$ cat config.mk
export PLATFORM = sky130hd
export DESIGN_NAME = rf_wb_arbiter
export DESIGN_NICKNAME = d
export VERILOG_FILES = /design/src/rtl/rf_wb_arbiter_pkg.sv /design/src/rtl/rf_wb_arbiter_rr_arb2.sv /design/src/rtl/rf_wb_arbiter.sv
export SDC_FILE = /design/constraint.sdc
export NUM_CORES = 1
export LEC_CHECK = 0
export ABC_CLOCK_PERIOD_IN_PS = 2800
export BUFFER_PORTS_ARGS = -buffer_cell sky130_fd_sc_hd__buf_2
export CAP_MARGIN = 20
export CORE_AREA = 5 5 83 77
export CTS_BUF_LIST = sky130_fd_sc_hd__clkbuf_16
export CTS_CLUSTER_DIAMETER = 60
export DETAILED_ROUTE_END_ITERATION = 12
export DIE_AREA = 0 0 88 82
export PLACE_DENSITY = 0.79
export SYNTH_ARGS = -nofsm -noshare
export SYNTH_HDL_FRONTEND = slang
export SYNTH_HIERARCHICAL = 1
export SYNTH_SLANG_ARGS = --single-unit
export TNS_END_PERCENT = 20
$ cat constraint.sdc
create_clock -name clk_i -period 2.8 [get_ports clk_i]
set_input_delay 0.14 -clock clk_i [delete_from_list [all_inputs] [get_ports clk_i]]
set_output_delay 0.14 -clock clk_i [all_outputs]
set_load 0.005 [all_outputs]
$ cat src/rtl/rf_wb_arbiter_pkg.sv
// Shared types and sizes for the register-file writeback path.
package rf_pkg;

  localparam int RF_ADDR_W = 5;
  localparam int RF_DATA_W = 32;
  localparam int RF_DEPTH  = 32;

  typedef enum logic {S_CLEAR, S_RUN} rf_wb_state_t;

  typedef struct packed {
    logic [RF_ADDR_W-1:0] addr;
    logic [RF_DATA_W-1:0] data;
  } rf_wb_req_t;

endpackage

$ cat src/rtl/rf_wb_arbiter_rr_arb2.sv
// Two-requester round-robin arbiter; on a conflict the requester not granted last wins.
module rr_arb2 (
  input  logic       clk_i,
  input  logic       rst_ni,
  input  logic [1:0] req,
  input  logic       advance,
  output logic [1:0] gnt
);

  // Index of the requester granted most recently; resets to 0 so req[1] wins the first conflict.
  logic last_p0;

  always_comb begin
    gnt = 2'b00;
    unique case (req)
      2'b01:   gnt = 2'b01;
      2'b10:   gnt = 2'b10;
      2'b11:   gnt = last_p0 ? 2'b01 : 2'b10;
      default: gnt = 2'b00;
    endcase
  end

  always_ff @(posedge clk_i) begin
    if (!rst_ni) begin
      last_p0 <= 1'b0;
    end else if (advance && (gnt != 2'b00)) begin
      last_p0 <= gnt[1];
    end
  end

endmodule

$ cat src/rtl/rf_wb_arbiter.sv
// Register-file write port owner: zeroes x1..x31 after reset, then arbitrates ALU and LSU writebacks.
module rf_wb_arbiter
  import rf_pkg::*;
#(
  parameter int DATA_WIDTH     = 32,
  parameter int ADDR_WIDTH     = 5,
  parameter int CLEAR_ON_RESET = 1
) (
  input  logic                  clk_i,
  input  logic                  rst_ni,
  input  logic                  alu_valid_i,
  input  logic [ADDR_WIDTH-1:0] alu_addr_i,
  input  logic [DATA_WIDTH-1:0] alu_data_i,
  output logic                  alu_ready_o,
  input  logic                  lsu_valid_i,
  input  logic [ADDR_WIDTH-1:0] lsu_addr_i,
  input  logic [DATA_WIDTH-1:0] lsu_data_i,
  output logic                  lsu_ready_o,
  output logic                  write_enable_o,
  output logic [ADDR_WIDTH-1:0] write_addr_o,
  output logic [DATA_WIDTH-1:0] write_data_o,
  output logic                  init_busy_o
);

  localparam logic [ADDR_WIDTH-1:0] LAST_ADDR = '1;

  rf_wb_state_t          state;
  logic [ADDR_WIDTH-1:0] cnt;
  logic                  busy_p1;
  logic                  vld_p1;
  logic [ADDR_WIDTH-1:0] addr_p1;
  logic [DATA_WIDTH-1:0] data_p1;

  logic                  run_en;
  logic [1:0]            req;
  logic [1:0]            gnt;
  logic                  xfer;
  rf_wb_req_t            sel;

  // Grants open only once the last clear write has left the output register.
  assign run_en = (state == S_RUN) && !busy_p1;
  assign req    = {lsu_valid_i, alu_valid_i} & {2{run_en}};
  assign xfer   = |gnt;

  rr_arb2 u_arb (
    .clk_i   (clk_i),
    .rst_ni  (rst_ni),
    .req     (req),
    .advance (xfer),
    .gnt     (gnt)
  );

  always_comb begin
    sel.addr = alu_addr_i;
    sel.data = alu_data_i;
    if (gnt[1]) begin
      sel.addr = lsu_addr_i;
      sel.data = lsu_data_i;
    end
  end

  // Stage p1: registered write port
  always_ff @(posedge clk_i) begin
    if (!rst_ni) begin
      state   <= (CLEAR_ON_RESET != 0) ? S_CLEAR : S_RUN;
      cnt     <= ADDR_WIDTH'(1);
      busy_p1 <= (CLEAR_ON_RESET != 0);
      vld_p1  <= 1'b0;
      addr_p1 <= '0;
      data_p1 <= '0;
    end else begin
      busy_p1 <= (state == S_CLEAR);
      vld_p1  <= 1'b0;
      if (state == S_CLEAR) begin
        vld_p1  <= 1'b1;
        addr_p1 <= cnt;
        data_p1 <= '0;
        cnt     <= cnt + 1'b1;
        if (cnt == LAST_ADDR) begin
          state <= S_RUN;
        end
      end else if (xfer && (sel.addr != '0)) begin
        // x0 is hardwired to zero, so an accepted write to it is swallowed here.
        vld_p1  <= 1'b1;
        addr_p1 <= sel.addr;
        data_p1 <= sel.data;
      end
    end
  end

  assign alu_ready_o    = gnt[0];
  assign lsu_ready_o    = gnt[1];
  assign write_enable_o = vld_p1;
  assign write_addr_o   = addr_p1;
  assign write_data_o   = data_p1;
  assign init_busy_o    = busy_p1;

endmodule

==> results of run 1 <==
[cell families after synthesis]
| family | after synthesis |
|---|---|
| XOR/XNOR | 3 |
| adder cells (fa/ha/maj) | 2 |
| flip-flops | 46 |
| buffers and inverters | 24 |
| AND/OR/NAND/NOR | 30 |
| multiplexers | 43 |
| AO/OA/AOI/OAI | 84 |
[flip-flops by register name, indices dropped and copies added (netlist names)]
register        count
write_enable_o      1
state               1
u_arb/last_p0       1
write_data_o       32
init_busy_o         1
write_addr_o        5
cnt                 5
[power breakdown]
part	internal, mW	total, mW	switching (mW)
logic	0.0648	0.115	0.0504
clock network	0.326	0.564	0.239
registers	0.664	0.673	0.00832
total	1.05	1.35	0.297
[metal layers]
metal	vias up	share of wire	GRT usage
li1	1096	-	-
met1	1054	0.41	0.215
met2	83	0.49	0.315
met3	9	0.085	0.0512
met4	0	0.0098	0.0506
met5	-	0	0
[worst max-delay path: stages, from the launching register on]
cell and delay [ns]:
dfxtp_1 0.39, and3b_1 0.23, a21boi_4 0.35, nor3_1 0.16
o22ai_2 0.18, and2_2 0.77, a211oi_2 0.16
[worst max path at each step]
stage / to / slack (ns) / cells past startpoint
5_1_grt: write_data_o[18] / 0.17 / 6
3_3_place_gp: write_data_o[19] / 0.51 / 6
2_1_floorplan: write_data_o[0] / 0.06 / 10
4_1_cts: write_data_o[4] / 0.35 / 6
3_5_place_dp: write_data_o[4] / 0.36 / 6
6_report: write_data_o[4] / 0.37 / 6
[cell type report]
type | count | share of cell area
inverters | 1 | 0.00118
repair buffers | 125 | 0.201
clock inverters | 3 | 0.00510
multi-input cells | 162 | 0.437
flip-flops and latches | 46 | 0.289
well taps | 70 | 0.0274
clock buffers | 5 | 0.0392
[cell usage in the layout, fill, tap and decap left out, types with 2 or more instances in the layout]
cell / n
buf_2: 118
dfxtp_1: 46
mux2i_1: 40
a21oi_1: 33
a211oi_2: 30
buf_4: 7
nand2_1: 5
clkbuf_16: 5
o21ai_0: 4
a31oi_1: 4
nor3_1: 3
mux2_2: 3
and3b_1: 2
or2_1: 2
nor2b_1: 2
nand3_1: 2
nor3b_1: 2
o221ai_1: 2
a21boi_1: 2
xnor2_1: 2
and2_1: 2
a211oi_1: 2
ha_1: 2
[per-stage QoR]
stage | instance area (um2) | util | hold WS, ns
6_report | 3190 | 0.581 | 0.157
5_1_grt | 3190 | 0.581 | 0.173
2_1_floorplan | 2420 | - | 0.278
4_1_cts | 3190 | 0.581 | 0.149
3_3_place_gp | 3050 | 0.555 | 0.430
3_5_place_dp | 3050 | 0.555 | 0.441
==> out/results.tsv, run 1 <==
metric	value	unit
clock_latency	0.28	ns
cts.sinks	46	
place.gp.congestion	0.894	
rsz0062_at_grt	no	
postSynthAreaPerCell	10.4	um2
timing.setup.critical_path_class	reg2reg	
post_cts_buffers	0	
synthArstFlopShare	0	
synth_area	2420	um2
synth_fp_nets	312	
portBuffers	118	
critPathMaxFanout	32	
yosysMostFrequentCell	dfxtp_1	
worst_slew_pin_slew	0.965	ns
ios	119	
die_h	82	um
skew	0.00468	ns
hpwlAfterDp	4690	um
synthToLayoutAreaGrowth	31.7	%
r2r_slack	0.37	ns
drt_iter0_drc	67	
start_util	0.441	
total_power	1.35	mW
drtAntennaViolNets	0	
r2r_start	state	
hold_end	cnt[0]	
dieArea	7220	um2
synth_cells	232	
h-tree-depth	2	
ys.flop_type	dfxtp_1	
grt_pass1_wl	10200	um
synth-adder-area-share	0.0103	
drtPass1Iterations	4	
synth-edff-count	0	
cts-root-to-sink-buffers	2	
fillers	494	
wl_per_cell	15.7	um
critPathCaptureType	register	
fin_setup_tns	0	ns
layout-drive-gt1-share	0.503	
vias_per_cell	5.44	
grt_usage	0.180	
timing.rr.end	write_data_o[4]	
status	finished, final reports clean	
synth_top_area_share	0.380	
worst_r2r_path_depth	6	
slew_headroom	0.354	
synth_area_leader_cell	dfxtp_1	
cap_violations	0	
multi_input_comb_area	1400	um2
min_period_over_period	0.867	
area.sequential	921	um2
yosys.area_share.simple	0.0821	
startpoint	state	
p_per_area	424	nW/um2
yosysSeqAreaShare	0.380	
cts_tree	yes	
clockRootBuffer	clkbuf_16	
finalSetupViolations	0	
synth_top_family_by_area	compound AO/OA/AOI/OAI gates	
hold_viol	0	
synth_compound_area_frac	0.287	
ys_ff_latch	46	
min_path_type	in2reg	
path_clk_slew	0.06	ns
antenna_found_initial	0	
yosys.area_share.xor_xnor	0.0108	
layout_setup_ws	0.373	ns
fmax	0.412	GHz
cp.required	2.92	ns
synthTopCellsByCount	46 x dfxtp_1, 40 x mux2i_1, 33 x a21oi_1, 30 x a211oi_2, 10 x clkbuf_1	
grt_pass1_vias	2163	
yosys-top-cells-area	dfxtp_1 38%, mux2i_1 17%, a211oi_2 15%, a21oi_1 6.8%, buf_2 1.7%	
die_w	88	um
period_needed	2.43	ns
rows	26	
worst_hold_startpoint	rst_ni	
dp.cells	404	
setup.worst_path.start_class	register	
instances_no_fill	412	
grt_overflow_total	0	
vias	2242	
yosysUniqueCellTypes	40	
arrival	2.55	ns
p_leak	1.26	nW
cts_resized	0	
finalMaxSlewViolations	0	
yosys_warnings	6	
grt_max_degree	37	
vdd_ir_drop_max	0.243	mV
drc_errors	0	
cts_buffers	5	
cts_hold_buf	0	
diodes	0	
synth.area.mux_share	0.179	
dp_slack	0.363	ns
coreArea	5500	um2
min_path_cells	2	
postRouteWirelength	6450	um
nets	421	
Note: power is estimated with default switching activity, not from simulation.
==> run 2, diff against run 1 <==
--- a/config.mk
+++ b/config.mk
@@ -14,8 +14,9 @@
 export DETAILED_ROUTE_END_ITERATION = 12
 export DIE_AREA = 0 0 88 82
 export PLACE_DENSITY = 0.79
+export RECOVER_POWER = 100
 export SYNTH_ARGS = -nofsm -noshare
 export SYNTH_HDL_FRONTEND = slang
 export SYNTH_HIERARCHICAL = 1
 export SYNTH_SLANG_ARGS = --single-unit
-export TNS_END_PERCENT = 20
+export TNS_END_PERCENT = 1
==> run 2 against run 1 <==
Effect of this change:
- via count down 1.9%
- die area unchanged
- clock-buffer cell count unchanged
==> out/results.tsv, run 2 (synthesis gave the netlist of run 1 again) <==
metric	value	unit
cts.sinks	46	
diodes	0	
cts_tree	yes	
hold-worst-slack	0.157	ns
vdd_ir_drop_max	0.243	mV
rsz0062_at_grt	no	
p_leak	1.13	nW
cts-root-to-sink-buffers	2	
cp_cell_sequence	and3b_1, a21boi_4, clkbuf_1, nor3b_1, o221ai_1, a31oi_1	
critPathCapture	write_addr_o[2]	
dp_slack	0.363	ns
stdcell_area	3000	um2
instances_no_fill	412	
vias_per_cell	5.34	
die_w	88	um
postRouteWirelength	6450	um
post_cts_buffers	0	
period_needed	2.35	ns
startpoint	state	
drtAntennaViolNets	0	
layout_setup_ws	0.446	ns
cts_resized	0	
r2r_slack	0.45	ns
cp.required	3.01	ns
cts_hold_buf	0	
cts_buffers	5	
fin_setup_tns	0	ns
drt_iter0_drc	91	
grt_pass1_vias	2163	
worst_r2r_path_depth	6	
p_per_area	449	nW/um2
portBuffers	118	
synthToLayoutAreaGrowth	23.7	%
cap_violations	0	
max_stage_delay	0.65	ns
finalMaxSlewViolations	0	
dieArea	7220	um2
die_h	82	um
largest_reg_flops	32	
timing.setup.critical_path_class	reg2reg	
cpLargestDelayFamily	compound AO/OA/AOI/OAI gates	
grt_overflow_total	0	
finish.utilization	0.546	
grt_usage	0.180	
critPathMaxFanout	14	
total_power	1.35	mW
final_cell_mix	93 x buf_2, 46 x dfxtp_1, 40 x mux2i_1	
layout-drive-gt1-share	0.333	
dp.cells	404	
worst_slew_pin_slew	0.793	ns
min_period_over_period	0.841	
wl_per_cell	15.7	um
path_clk_slew	0.06	ns
drtPass1Iterations	4	
drc_errors	0	
arrival	2.56	ns
finalSetupViolations	0	
h-tree-depth	2	
skew	0.00411	ns
r2r_start	state	
vias	2199	
status	finished, final reports clean	
timing.rr.end	write_addr_o[2]	
grt_max_degree	37	
cp_slowest_cell	clkbuf_1	
clock_latency	0.28	ns
fmax	0.425	GHz
nets	421	
path_depth	6	
antenna_found_initial	0	
hpwlAfterDp	4690	um
critPathCaptureType	register	
post_dp_cell_area	3050	um2
min_path_type	in2reg	
setup.worst_path.start_class	register	
ios	119	
hold_viol	0	
clockRootBuffer	clkbuf_16	
slew_headroom	0.471	
coreArea	5500	um2
layout.cells.most_common	buf_2	
crit_buf_inv	1	
rows	26	
grt_pass1_wl	10200	um
start_util	0.441	
place.gp.congestion	0.894	
## run 2: cell count changes in the layout (fill, tap and decap cells not counted), moves of 2 or more
cell / change
and2_1: -2
buf_2: -25
a211oi_1: +30
and2_0: +2
clkbuf_1: +28
a211oi_2: -30
buf_4: -3
## run 2: worst min-delay path by stage
stage	from	endpoint	slack (ns)	depth (start not counted)
finish	rst_ni	cnt[0]	0.16	2
global route	rst_ni	cnt[0]	0.17	2
CTS	rst_ni	cnt[0]	0.15	2
detailed placement	rst_ni	cnt[0]	0.44	2
global placement	rst_ni	cnt[0]	0.43	2
floorplan	rst_ni	write_addr_o[0]	0.28	2
## run 2: where the power goes
part | switching (mW) | internal, mW | leakage [nW] | total, mW
Sequential | 0.00852 | 0.664 | 0.372 | 0.673
Combinational | 0.0471 | 0.0639 | 0.687 | 0.111
Clock | 0.237 | 0.326 | 0.0672 | 0.562
## run 2: layer usage
metal / routed length [um] / up-vias / track usage
met5: 0 / - / 0
met4: 52 / 0 / 0.0506
met3: 536 / 7 / 0.0512
met2: 3130 / 79 / 0.315
met1: 2740 / 1014 / 0.215
li1: - / 1099 / -
## run 2: cell type report
class                           instances  area [um2]
Fill cell                             531        2500
Multi-Input combinational cell        162        1240
Sequential cell                        46         921
Timing Repair Buffer                  125         601
Clock buffer                            5         125
Tap cell                               70        87.6
Clock inverter                          3        16.3
Inverter                                1        3.75
